`config.mk`:
```
export PLATFORM = sky130hd
export DESIGN_NAME = reg_scoreboard
export DESIGN_NICKNAME = d
export VERILOG_FILES = /design/src/rtl/scb_pkg.sv /design/src/rtl/scb_entry.sv /design/src/rtl/reg_scoreboard.sv
export SDC_FILE = /design/constraint.sdc
export NUM_CORES = 1
export LEC_CHECK = 0
export BUFFER_PORTS_ARGS = -buffer_cell sky130_fd_sc_hd__buf_2
export CORE_AREA = 2 2 163 85
export CTS_CLUSTER_SIZE = 24
export DETAILED_ROUTE_END_ITERATION = 10
export DIE_AREA = 0 0 165 87
export PLACE_DENSITY = 0.85
export SKIP_CTS_REPAIR_TIMING = 1
export SLEW_MARGIN = 15
export SYNTH_ARGS = -nofsm -noshare
export SYNTH_HDL_FRONTEND = slang
export SYNTH_HIERARCHICAL = 1
export SYNTH_SLANG_ARGS = --single-unit
```
`constraint.sdc`:
```
create_clock -name clk -period 4.15 [get_ports clk]
set_input_delay 0.415 -clock clk [delete_from_list [all_inputs] [get_ports clk]]
set_output_delay 0.415 -clock clk [all_outputs]
set_load 0.1 [all_outputs]
```
`src/rtl/scb_pkg.sv`:
```
// Shared sizing for the register scoreboard.
// Latency: none (types and constants only).
// Backpressure: not applicable.
package scb_pkg;
    localparam int NUM_REGS = 16;
    localparam int IDX_W    = 4;
    localparam int CNT_W    = 2;

    typedef logic [IDX_W-1:0] reg_idx_t;
endpackage

```
`src/rtl/scb_entry.sv`:
```
// One register's pending-write / pending-load counter pair with saturation checks.
// Latency: counters update on the next edge; busy flags and err are combinational from state and events.
// Backpressure: none; every event is consumed, and illegal ones raise err.
module scb_entry
    import scb_pkg::*;
#(
    parameter int CNT_W = scb_pkg::CNT_W
) (
    input  logic clk,
    input  logic rst_n,
    input  logic clear,
    input  logic inc,
    input  logic ld_inc,
    input  logic dec,
    input  logic ld_dec,
    output logic busy,
    output logic load_busy,
    output logic err
`ifdef SCB_STATS_EN
    ,
    output logic [CNT_W-1:0] cnt
`endif
);

    localparam logic [CNT_W-1:0] CNT_MAX = {CNT_W{1'b1}};

    logic [CNT_W-1:0] pend_cnt;
    logic [CNT_W-1:0] load_cnt;
    logic [CNT_W-1:0] pend_nxt;
    logic [CNT_W-1:0] load_nxt;

    always_comb begin
        pend_nxt = pend_cnt;
        load_nxt = load_cnt;
        err      = 1'b0;

        // Matching +1/-1 in the same cycle cancel out and are always legal.
        if (inc && !dec) begin
            if (pend_cnt == CNT_MAX) err = 1'b1;
            else                     pend_nxt = pend_cnt + 1'b1;
        end else if (dec && !inc) begin
            if (pend_cnt == '0) err = 1'b1;
            else                pend_nxt = pend_cnt - 1'b1;
        end

        if (ld_inc && !ld_dec) begin
            if (load_cnt == CNT_MAX) err = 1'b1;
            else                     load_nxt = load_cnt + 1'b1;
        end else if (ld_dec && !ld_inc) begin
            if (load_cnt == '0) err = 1'b1;
            else                load_nxt = load_cnt - 1'b1;
        end

        // A load can never outlive its own pending write.
        if (load_nxt > pend_nxt) begin
            err      = 1'b1;
            load_nxt = pend_nxt;
        end

        if (clear) begin
            pend_nxt = '0;
            load_nxt = '0;
            err      = 1'b0;
        end
    end

    always_ff @(posedge clk or negedge rst_n) begin
        if (!rst_n) begin
            pend_cnt <= '0;
            load_cnt <= '0;
        end else begin
            pend_cnt <= pend_nxt;
            load_cnt <= load_nxt;
        end
    end

    assign busy      = (pend_cnt != '0);
    assign load_busy = (load_cnt != '0);
`ifdef SCB_STATS_EN
    assign cnt       = pend_cnt;
`endif

endmodule

```
`src/rtl/reg_scoreboard.sv`:
```
// Per-register in-flight write tracker producing the ID-stage stall; SCB_STATS_EN adds stall/in-flight stats.
// Latency: stall is combinational from state and sources; state and sticky err update on the next edge.
// Backpressure: stall holds ID; issues seen while stalled are dropped as bubbles.
module reg_scoreboard
    import scb_pkg::*;
#(
    parameter int NUM_REGS = scb_pkg::NUM_REGS,
    parameter int IDX_W    = scb_pkg::IDX_W,
    parameter int CNT_W    = scb_pkg::CNT_W
) (
    input  logic             clk,
    input  logic             rst_n,
    input  logic             clear,
    input  logic             issue_valid,
    input  logic             issue_wb_en,
    input  logic             issue_is_load,
    input  logic [IDX_W-1:0] issue_dest,
    input  logic             ld_done_valid,
    input  logic [IDX_W-1:0] ld_done_dest,
    input  logic             wb_valid,
    input  logic [IDX_W-1:0] wb_dest,
    input  logic [IDX_W-1:0] src1,
    input  logic [IDX_W-1:0] src2,
    input  logic             two_src,
    input  logic             fwd_en,
    output logic             stall,
    output logic             err
`ifdef SCB_STATS_EN
    ,
    output logic [31:0]            stall_cycles,
    output logic [IDX_W+CNT_W-1:0] max_inflight
`endif
);

    logic [NUM_REGS-1:0] busy_vec;
    logic [NUM_REGS-1:0] load_vec;
    logic [NUM_REGS-1:0] err_vec;
    logic [NUM_REGS-1:0] hazard_vec;
    logic                issue_acc;

`ifdef SCB_STATS_EN
    localparam int SUM_W = IDX_W + CNT_W;
    logic [CNT_W-1:0] cnt_vec [NUM_REGS];
    logic [SUM_W-1:0] inflight_sum;
`endif

    // With forwarding only loads still waiting on memory are hazards.
    assign hazard_vec = fwd_en ? load_vec : busy_vec;
    assign stall      = hazard_vec[src1] | (two_src & hazard_vec[src2]);
    assign issue_acc  = issue_valid & issue_wb_en & ~stall;

    for (genvar g = 0; g < NUM_REGS; g++) begin : g_entry
        logic inc;
        logic dec;
        logic ld_dec;

        assign inc    = issue_acc & (issue_dest == IDX_W'(g));
        assign dec    = wb_valid & (wb_dest == IDX_W'(g));
        assign ld_dec = ld_done_valid & (ld_done_dest == IDX_W'(g));

        scb_entry #(
            .CNT_W (CNT_W)
        ) u_entry (
            .clk       (clk),
            .rst_n     (rst_n),
            .clear     (clear),
            .inc       (inc),
            .ld_inc    (inc & issue_is_load),
            .dec       (dec),
            .ld_dec    (ld_dec),
            .busy      (busy_vec[g]),
            .load_busy (load_vec[g]),
            .err       (err_vec[g])
`ifdef SCB_STATS_EN
            ,
            .cnt       (cnt_vec[g])
`endif
        );
    end

    // Only reset clears err; a flush leaves the evidence in place.
    always_ff @(posedge clk or negedge rst_n) begin
        if (!rst_n) err <= 1'b0;
        else        err <= err | (|err_vec);
    end

`ifdef SCB_STATS_EN
    always_comb begin
        inflight_sum = '0;
        for (int i = 0; i < NUM_REGS; i++) begin
            inflight_sum = inflight_sum + SUM_W'(cnt_vec[i]);
        end
    end

    always_ff @(posedge clk or negedge rst_n) begin
        if (!rst_n) begin
            stall_cycles <= '0;
            max_inflight <= '0;
        end else if (clear) begin
            stall_cycles <= '0;
            max_inflight <= '0;
        end else begin
            if (stall && issue_valid) stall_cycles <= stall_cycles + 32'd1;
            if (inflight_sum > max_inflight) max_inflight <= inflight_sum;
        end
    end
`endif

endmodule

```
### Word level (Yosys, flattened, before mapping)

Cells that the tools add are included.

* divide/modulo/power cells: 0
* $mul: 0
* reductions and logical operators: 196
* bitwise gates (word level): 70
* eq/ne operators: 77
* $lt $le $gt $ge: 18
* shifts and indexed selects: 0
* $add $sub $neg: 64
* muxes and demuxes: 341

Operator list (number)
* 2-to-1 mux 2 bit: 176
* 2-to-1 mux 1 bit: 162
* == test 4 bit, second input constant: 24
* AND 1 bit: 67
* adder 2 x 1 -> 2 bit, second input constant: 32
* == test 2 bit, second input constant: 32
* logical AND 1 bit: 64
* logical NOT 1 bit: 64
* logical NOT 2 bit: 32
* nonzero test 2 bit: 32
* subtractor 2 x 1 -> 2 bit, second input constant: 32
* == test 4 x 3 -> 1 bit, second input constant: 12
* greater-than comparator 2 bit: 16
* == test 4 x 2 -> 1 bit, second input constant: 6
* 2-to-1 mux 16 bit: 1
* OR reduction 16 bit: 1
* == test 4 x 1 -> 1 bit, second input constant: 3
* logical NOT 4 bit: 3
* < comparator 4 x 5 -> 1 bit, second input constant: 2
* binary-select mux 1 bit (select 4 bit): 2
* OR 1 bit: 2
* NOT 1 bit: 1

* output and inout port bits: 2
* memories kept: 0
* ROM bits: 0
* input bits: 30
* RAM bits: 0
* flip-flop bits (word level): 65
* latch bits: 0
* word-level logic and storage cells: 799

### Logic depth before layout (Yosys ltp)

* depth after elaboration: 20
* gate-level depth with buffers: 20
* mapped depth without buffers: 19

### Modules after synthesis

The synthesis kept the hierarchy.

By module, submodules not included
* scb_entry at g_entry[0].u_entry ...: area an instance 355.3 µm², sequential area each 100.1 µm², instances 15, cells each 44
* reg_scoreboard: area an instance 1350.0 µm², sequential area each 25.0 µm², instances 1, cells each 187
* scb_entry at g_entry[9].u_entry: area an instance 352.8 µm², sequential area each 100.1 µm², instances 1, cells each 42

### Least setup slack after synthesis

No wires, ideal clock.

* path kind: reg2reg
* start: register g_entry[1].u_entry.load_cnt[0]
* end: register err
* required time: 4.012 ns
* arrival time: 4.223 ns
* setup slack: -0.212 ns
* stages on the path, launching flop included: 19
* period minus slack after synthesis: 4.362 ns
* cells stage by stage: dfrtp_1 -> or2_2 -> mux4_2 -> nor2b_4 -> a211oi_2 -> a21oi_1 -> o2111a_2 -> buf_6 -> nor4_1 -> o21ai_1 -> o31ai_2 -> inv_1 -> ha_1 -> inv_1 -> o22ai_1 -> a31oi_1 -> nor4_1 -> nand4_1 -> or4_1

* longest elaborated chain between the ends: 20
* elaborated cells between the ends (all ways): 354
* classes of those cells: add/sub: 2; order compare: 16; eq/ne: 1; mux: 199; bitwise: 37; reduce/logical: 99

Ends and longest elaborated chain
* start, declared: line scb_entry.sv:28 `logic [CNT_W-1:0] load_cnt;`
* start signal, assigned: line scb_entry.sv:73 `load_cnt <= load_nxt;`
* nonzero test 2 bit (*): line scb_entry.sv:78 `assign load_busy = (load_cnt != '0);`
* net load_vec[1]: line reg_scoreboard.sv:36 `logic [NUM_REGS-1:0] load_vec;`
* 2-to-1 mux 16 bit (*): line reg_scoreboard.sv:48 `assign hazard_vec = fwd_en ? load_vec : busy_vec;`
* binary-select mux 1 bit (select 4 bit): line reg_scoreboard.sv:49 `assign stall = hazard_vec[src1] | (two_src & hazard_vec[src2]);`
* 2-to-1 mux 1 bit (implied by the code): line reg_scoreboard.sv:49
* AND 1 bit: line reg_scoreboard.sv:49
* OR 1 bit (*): line reg_scoreboard.sv:49
* NOT 1 bit (*): line reg_scoreboard.sv:50 `assign issue_acc = issue_valid & issue_wb_en & ~stall;`
* (+2 left out)
* net g_entry[9].inc: line reg_scoreboard.sv:53 `logic inc;`
* (+4 left out)
* 2-to-1 mux 1 bit: line scb_entry.sv:50 `if (load_cnt == '0) err = 1'b1;`
* 2-to-1 mux 1 bit: line scb_entry.sv:49 `end else if (ld_dec && !ld_inc) begin`
* 2-to-1 mux 1 bit: line scb_entry.sv:46 `if (ld_inc && !ld_dec) begin`
* 2-to-1 mux 1 bit (*): line scb_entry.sv:55 `if (load_nxt > pend_nxt) begin`
* 2-to-1 mux 1 bit (*): line scb_entry.sv:60 `if (clear) begin`
* net err_vec[9]: line reg_scoreboard.sv:37 `logic [NUM_REGS-1:0] err_vec;`
* OR reduction 16 bit (*): line reg_scoreboard.sv:84 `else err <= err | (|err_vec);`
* OR 1 bit (*): line reg_scoreboard.sv:84
* end signal, assigned: line reg_scoreboard.sv:84
* end, declared: line reg_scoreboard.sv:27 `output logic err`

Mark *: on every way through the listed nets, which the timed path passes. The rest lies on a longest branch. The select of a mux whose other input is x is not followed.

### Worst setup path in the final report

* start: register g_entry[10].u_entry.pend_cnt[1]
* end: register err

* longest elaborated chain between the ends: 20
* elaborated cells between the ends (all ways): 356
* classes of those cells: add/sub: 2; order compare: 16; eq/ne: 1; mux: 201; bitwise: 37; reduce/logical: 99

Ends and longest elaborated chain
* start, declared: line scb_entry.sv:27 `logic [CNT_W-1:0] pend_cnt;`
* start signal, assigned: line scb_entry.sv:72 `pend_cnt <= pend_nxt;`
* nonzero test 2 bit (*): line scb_entry.sv:77 `assign busy = (pend_cnt != '0);`
* net busy_vec[10]: line reg_scoreboard.sv:35 `logic [NUM_REGS-1:0] busy_vec;`
* 2-to-1 mux 16 bit (*): line reg_scoreboard.sv:48
* binary-select mux 1 bit (select 4 bit): line reg_scoreboard.sv:49
* 2-to-1 mux 1 bit (implied by the code): line reg_scoreboard.sv:49
* AND 1 bit: line reg_scoreboard.sv:49
* OR 1 bit (*): line reg_scoreboard.sv:49
* NOT 1 bit (*): line reg_scoreboard.sv:50
* (+6 left out)
* 2-to-1 mux 1 bit: line scb_entry.sv:50
* 2-to-1 mux 1 bit: line scb_entry.sv:49
* 2-to-1 mux 1 bit: line scb_entry.sv:46
* 2-to-1 mux 1 bit (*): line scb_entry.sv:55
* 2-to-1 mux 1 bit (*): line scb_entry.sv:60
* net err_vec[1]: line reg_scoreboard.sv:37
* OR reduction 16 bit (*): line reg_scoreboard.sv:84
* OR 1 bit (*): line reg_scoreboard.sv:84

Marked as above.

==> flow_metrics.env <==
export IMPL_clk_pin_slew_ns=0.06
export IMPL_violations="setup timing"
export IMPL_num_antenna_cells=0
export IMPL_ys_top_cells_by_count="nand2_1, nor2_1, dfrtp_1"
export IMPL_syn_num_nets=967
export IMPL_yosysMostFrequentCell="nand2_1"
export IMPL_worstPathBufferInverterCount=2
export IMPL_criticalPathCategory="reg2reg"
export IMPL_fin_skew_ns=0.01117
export IMPL_worstSetupEndpointType="flop"
export IMPL_crit_arrival_ns=5.20
export IMPL_max_slew_margin_rel_pct=36.77
export IMPL_path_common_cell="nor4_4"
export IMPL_max_stage_delay_ns=0.49
export IMPL_drv_cap=0
export IMPL_crit_family="simple AND/OR/NAND/NOR gates"
export IMPL_synth_enable_flop_cells=0
export IMPL_power_switching_mw=0.5737
export IMPL_boundaryPins=32
export IMPL_worstPathMaxFanout=8
export IMPL_path_cells="or2_2, mux4_2, mux2i_1, a21oi_2, o2111a_2, buf_4, nor4_4, nor2b_4, nor2b_1, o21ai_1, nand2_1, ha_1, inv_1, o22ai_2, a31oi_1, nor4_4, nand4_1, or4_1"
export IMPL_swShare_pct=30.67
export IMPL_intPower_mw=1.297
export IMPL_coreArea_sq_um=13100
export IMPL_leakage_nw=5.157
export IMPL_hold_viol_final=0
export IMPL_post_place_ws_ns=-0.7317
export IMPL_syn_avg_cell_area_sq_um=7.911
export IMPL_wire_per_inst_microns=21.07
export IMPL_synthTopCellsByArea="dfrtp_1, ha_1, mux2i_1"
export IMPL_rows=30
export IMPL_clockRootBuffer="clkbuf_16"
export IMPL_power_density_nw_per_um2=183.5
export IMPL_die_y_microns=87
export IMPL_first_global_vias=7386
export IMPL_final_nets=1248
export IMPL_yosysTopAreaCellShare_pct=23.13
export IMPL_cts_buffers=9
export IMPL_ys_ff_latch=65
export IMPL_ys_warnings_count=6
export IMPL_ys_seq_area_share_pct=23.13
export IMPL_cp_start_kind="flop"
export IMPL_power_mw=1.871
export IMPL_clock_sinks=65
export IMPL_power_share_clock_pct=41.7
export IMPL_h_tree_depth=3
export IMPL_period_share_pct=120.0
export IMPL_drv_slew=0
export IMPL_synth_cell_types=49
export IMPL_vias=8677
export IMPL_track_usage_pct=34.58
export IMPL_die_area_sq_um=14360
export IMPL_tritoncts="yes"
export IMPL_vias_per_cell=6.423
export IMPL_grt_max_degree=39
export IMPL_max_freq_mhz=200.7
export IMPL_syn_cell_area_sq_um=7033
export IMPL_hold_path_class="in2async"
export IMPL_synthToLayoutAreaGrowth_pct=44.96
export IMPL_gp_congestion=1.057
export IMPL_ir_drop_mv=0.1636
export IMPL_clock_path_buffers=2
export IMPL_fin_crit_ns=4.982
export IMPL_port_buffers=31
export IMPL_worstPathRequired_ns=4.37
export IMPL_tightest_slew_ns=0.9485
export IMPL_synth_top_area_cell="dfrtp_1"
export IMPL_drc_errors=0
export IMPL_drt_iter0_drc=1258
export IMPL_postSynthCellCount=889
export IMPL_synthFlopType="dfrtp_1"
export IMPL_grt_antenna_before_repair=0
export IMPL_grt_remaining_overflow=0
export IMPL_finalWirelength_microns=28470
export IMPL_firstDrtPassIters=6
export IMPL_outcome="finished, violations left"
export IMPL_power_frac_comb_pct=23.9
export IMPL_fp_dieW_microns=165
export IMPL_synth_async_sr_flop_share_pct=100.0
export IMPL_finalSetupViolations=14
export IMPL_start_util_pct=53.69
export IMPL_slowest_stage="or4_1"
export IMPL_fin_ws_ns=-0.8318
export IMPL_seq_power_share_pct=34.4
export IMPL_grt_pass1_wl_microns=37900
export IMPL_drive_gt1_share_pct=39.83
export IMPL_rsz0062_at_grt="true"
export IMPL_clock_latency_ns=0.35
export IMPL_ant_nets=0
export IMPL_place_hpwl_microns=19270
## worst register-to-register path, stage by stage, from the launching register on
cell	delay [ns]
dfrtp_1	0.37
or2_2	0.35
mux4_2	0.48
mux2i_1	0.24
a21oi_2	0.12
o2111a_2	0.36
buf_4	0.23
nor4_4	0.40
nor2b_4	0.26
nor2b_1	0.06
o21ai_1	0.24
nand2_1	0.10
ha_1	0.28
inv_1	0.04
o22ai_2	0.16
a31oi_1	0.16
nor4_4	0.38
nand4_1	0.13
or4_1	0.49
## state kept, by name (all words and copies together) (netlist names)
register / flops
g_entry.u_entry/load_cnt: 32
err: 1
g_entry.u_entry/pend_cnt: 32
## path summary, 6_finish.rpt
| kind | start | end | slack (ns) | depth (start not counted) |
|---|---|---|---|---|
| max reg2reg | g_entry[10].u_entry/pend_cnt[1] | err | -0.83 | 18 |
| max in group asynchronous | rst_n | g_entry[13].u_entry/load_cnt[1] | 3.01 | 2 |
| min reg2reg | g_entry[10].u_entry/load_cnt[1] | g_entry[10].u_entry/load_cnt[0] | 0.76 | 3 |
| min | rst_n | g_entry[1].u_entry/load_cnt[1] | 0.17 | 1 |
| min in group clk | clear | g_entry[15].u_entry/pend_cnt[1] | 0.70 | 2 |
| max | g_entry[10].u_entry/pend_cnt[1] | err | -0.83 | 18 |
## kinds of logic after synthesis
logic type	Yosys count	synth area share (%)
buffers and inverters	66	4.109
AO/OA/AOI/OAI	205	19.46
adder cells (fa/ha/maj)	48	8.539
multiplexers	42	7.561
flip-flops	65	23.13
AND/OR/NAND/NOR	463	37.20
## layout make-up
cell class | instances | area (sq um)
multi-input cells | 758 | 5723
well taps | 176 | 220.2
fillers | 824 | 2905
clock buffers | 13 | 250.2
repair buffers | 285 | 2143
inverters | 51 | 191.4
flip-flops and latches | 65 | 1627
clock inverters | 3 | 40.04
## through the flow
step	setup TNS, ns	instances	hold slack, ns	instance area, sq um	utilization, %
3_3_place_gp	-1.105	1311	0.5610	9218	70.36
6_report	-2.757	1351	0.1677	10190	77.82
4_1_cts	-2.989	1327	0.2097	9508	72.58
3_5_place_dp	-1.840	1311	0.5731	9218	70.36
2_1_floorplan	0	889	0.1194	7199	-
5_1_grt	-4.416	1351	0.2367	10190	77.82
## power by group through the flow
stage | clock (mW) | combinational, mW | sequential [mW]
floorplan | 0 | 0.180 | 0.657
global placement | 0 | 0.340 | 0.653
detailed placement | 0 | 0.350 | 0.653
CTS | 0.780 | 0.353 | 0.642
global route | 0.809 | 0.463 | 0.643
finish | 0.781 | 0.447 | 0.643
## cell usage in the layout, fill, tap and decap left out, types with 15 or more instances in the layout
| master | instances |
|---|---|
| and2_1 | 17 |
| mux2i_1 | 33 |
| or2b_2 | 15 |
| nand2_1 | 77 |
| a41o_1 | 15 |
| nor4_4 | 17 |
| dfrtp_1 | 65 |
| buf_4 | 243 |
| and3b_1 | 16 |
| o21ai_1 | 17 |
| a21oi_1 | 17 |
| ha_1 | 48 |
| nor3_1 | 40 |
| o21ai_0 | 46 |
| or2_2 | 32 |
| nor2b_1 | 38 |
| and2b_1 | 16 |
| a21o_2 | 15 |
| inv_1 | 50 |
| a31oi_1 | 44 |
| nand2b_1 | 39 |
| nor2_1 | 72 |
| buf_2 | 31 |
| or2_4 | 17 |
## routing by layer
layer	global-route usage (%)	share of wire, %	up-vias	wire length (microns)
li1	-	-	3787	-
met1	48.87	40	4056	11490
met2	50.30	42	677	12020
met3	11.42	13	157	3712
met4	9.960	4.4	0	1249
met5	0	0	-	0
(Power assumes the default switching activity.)
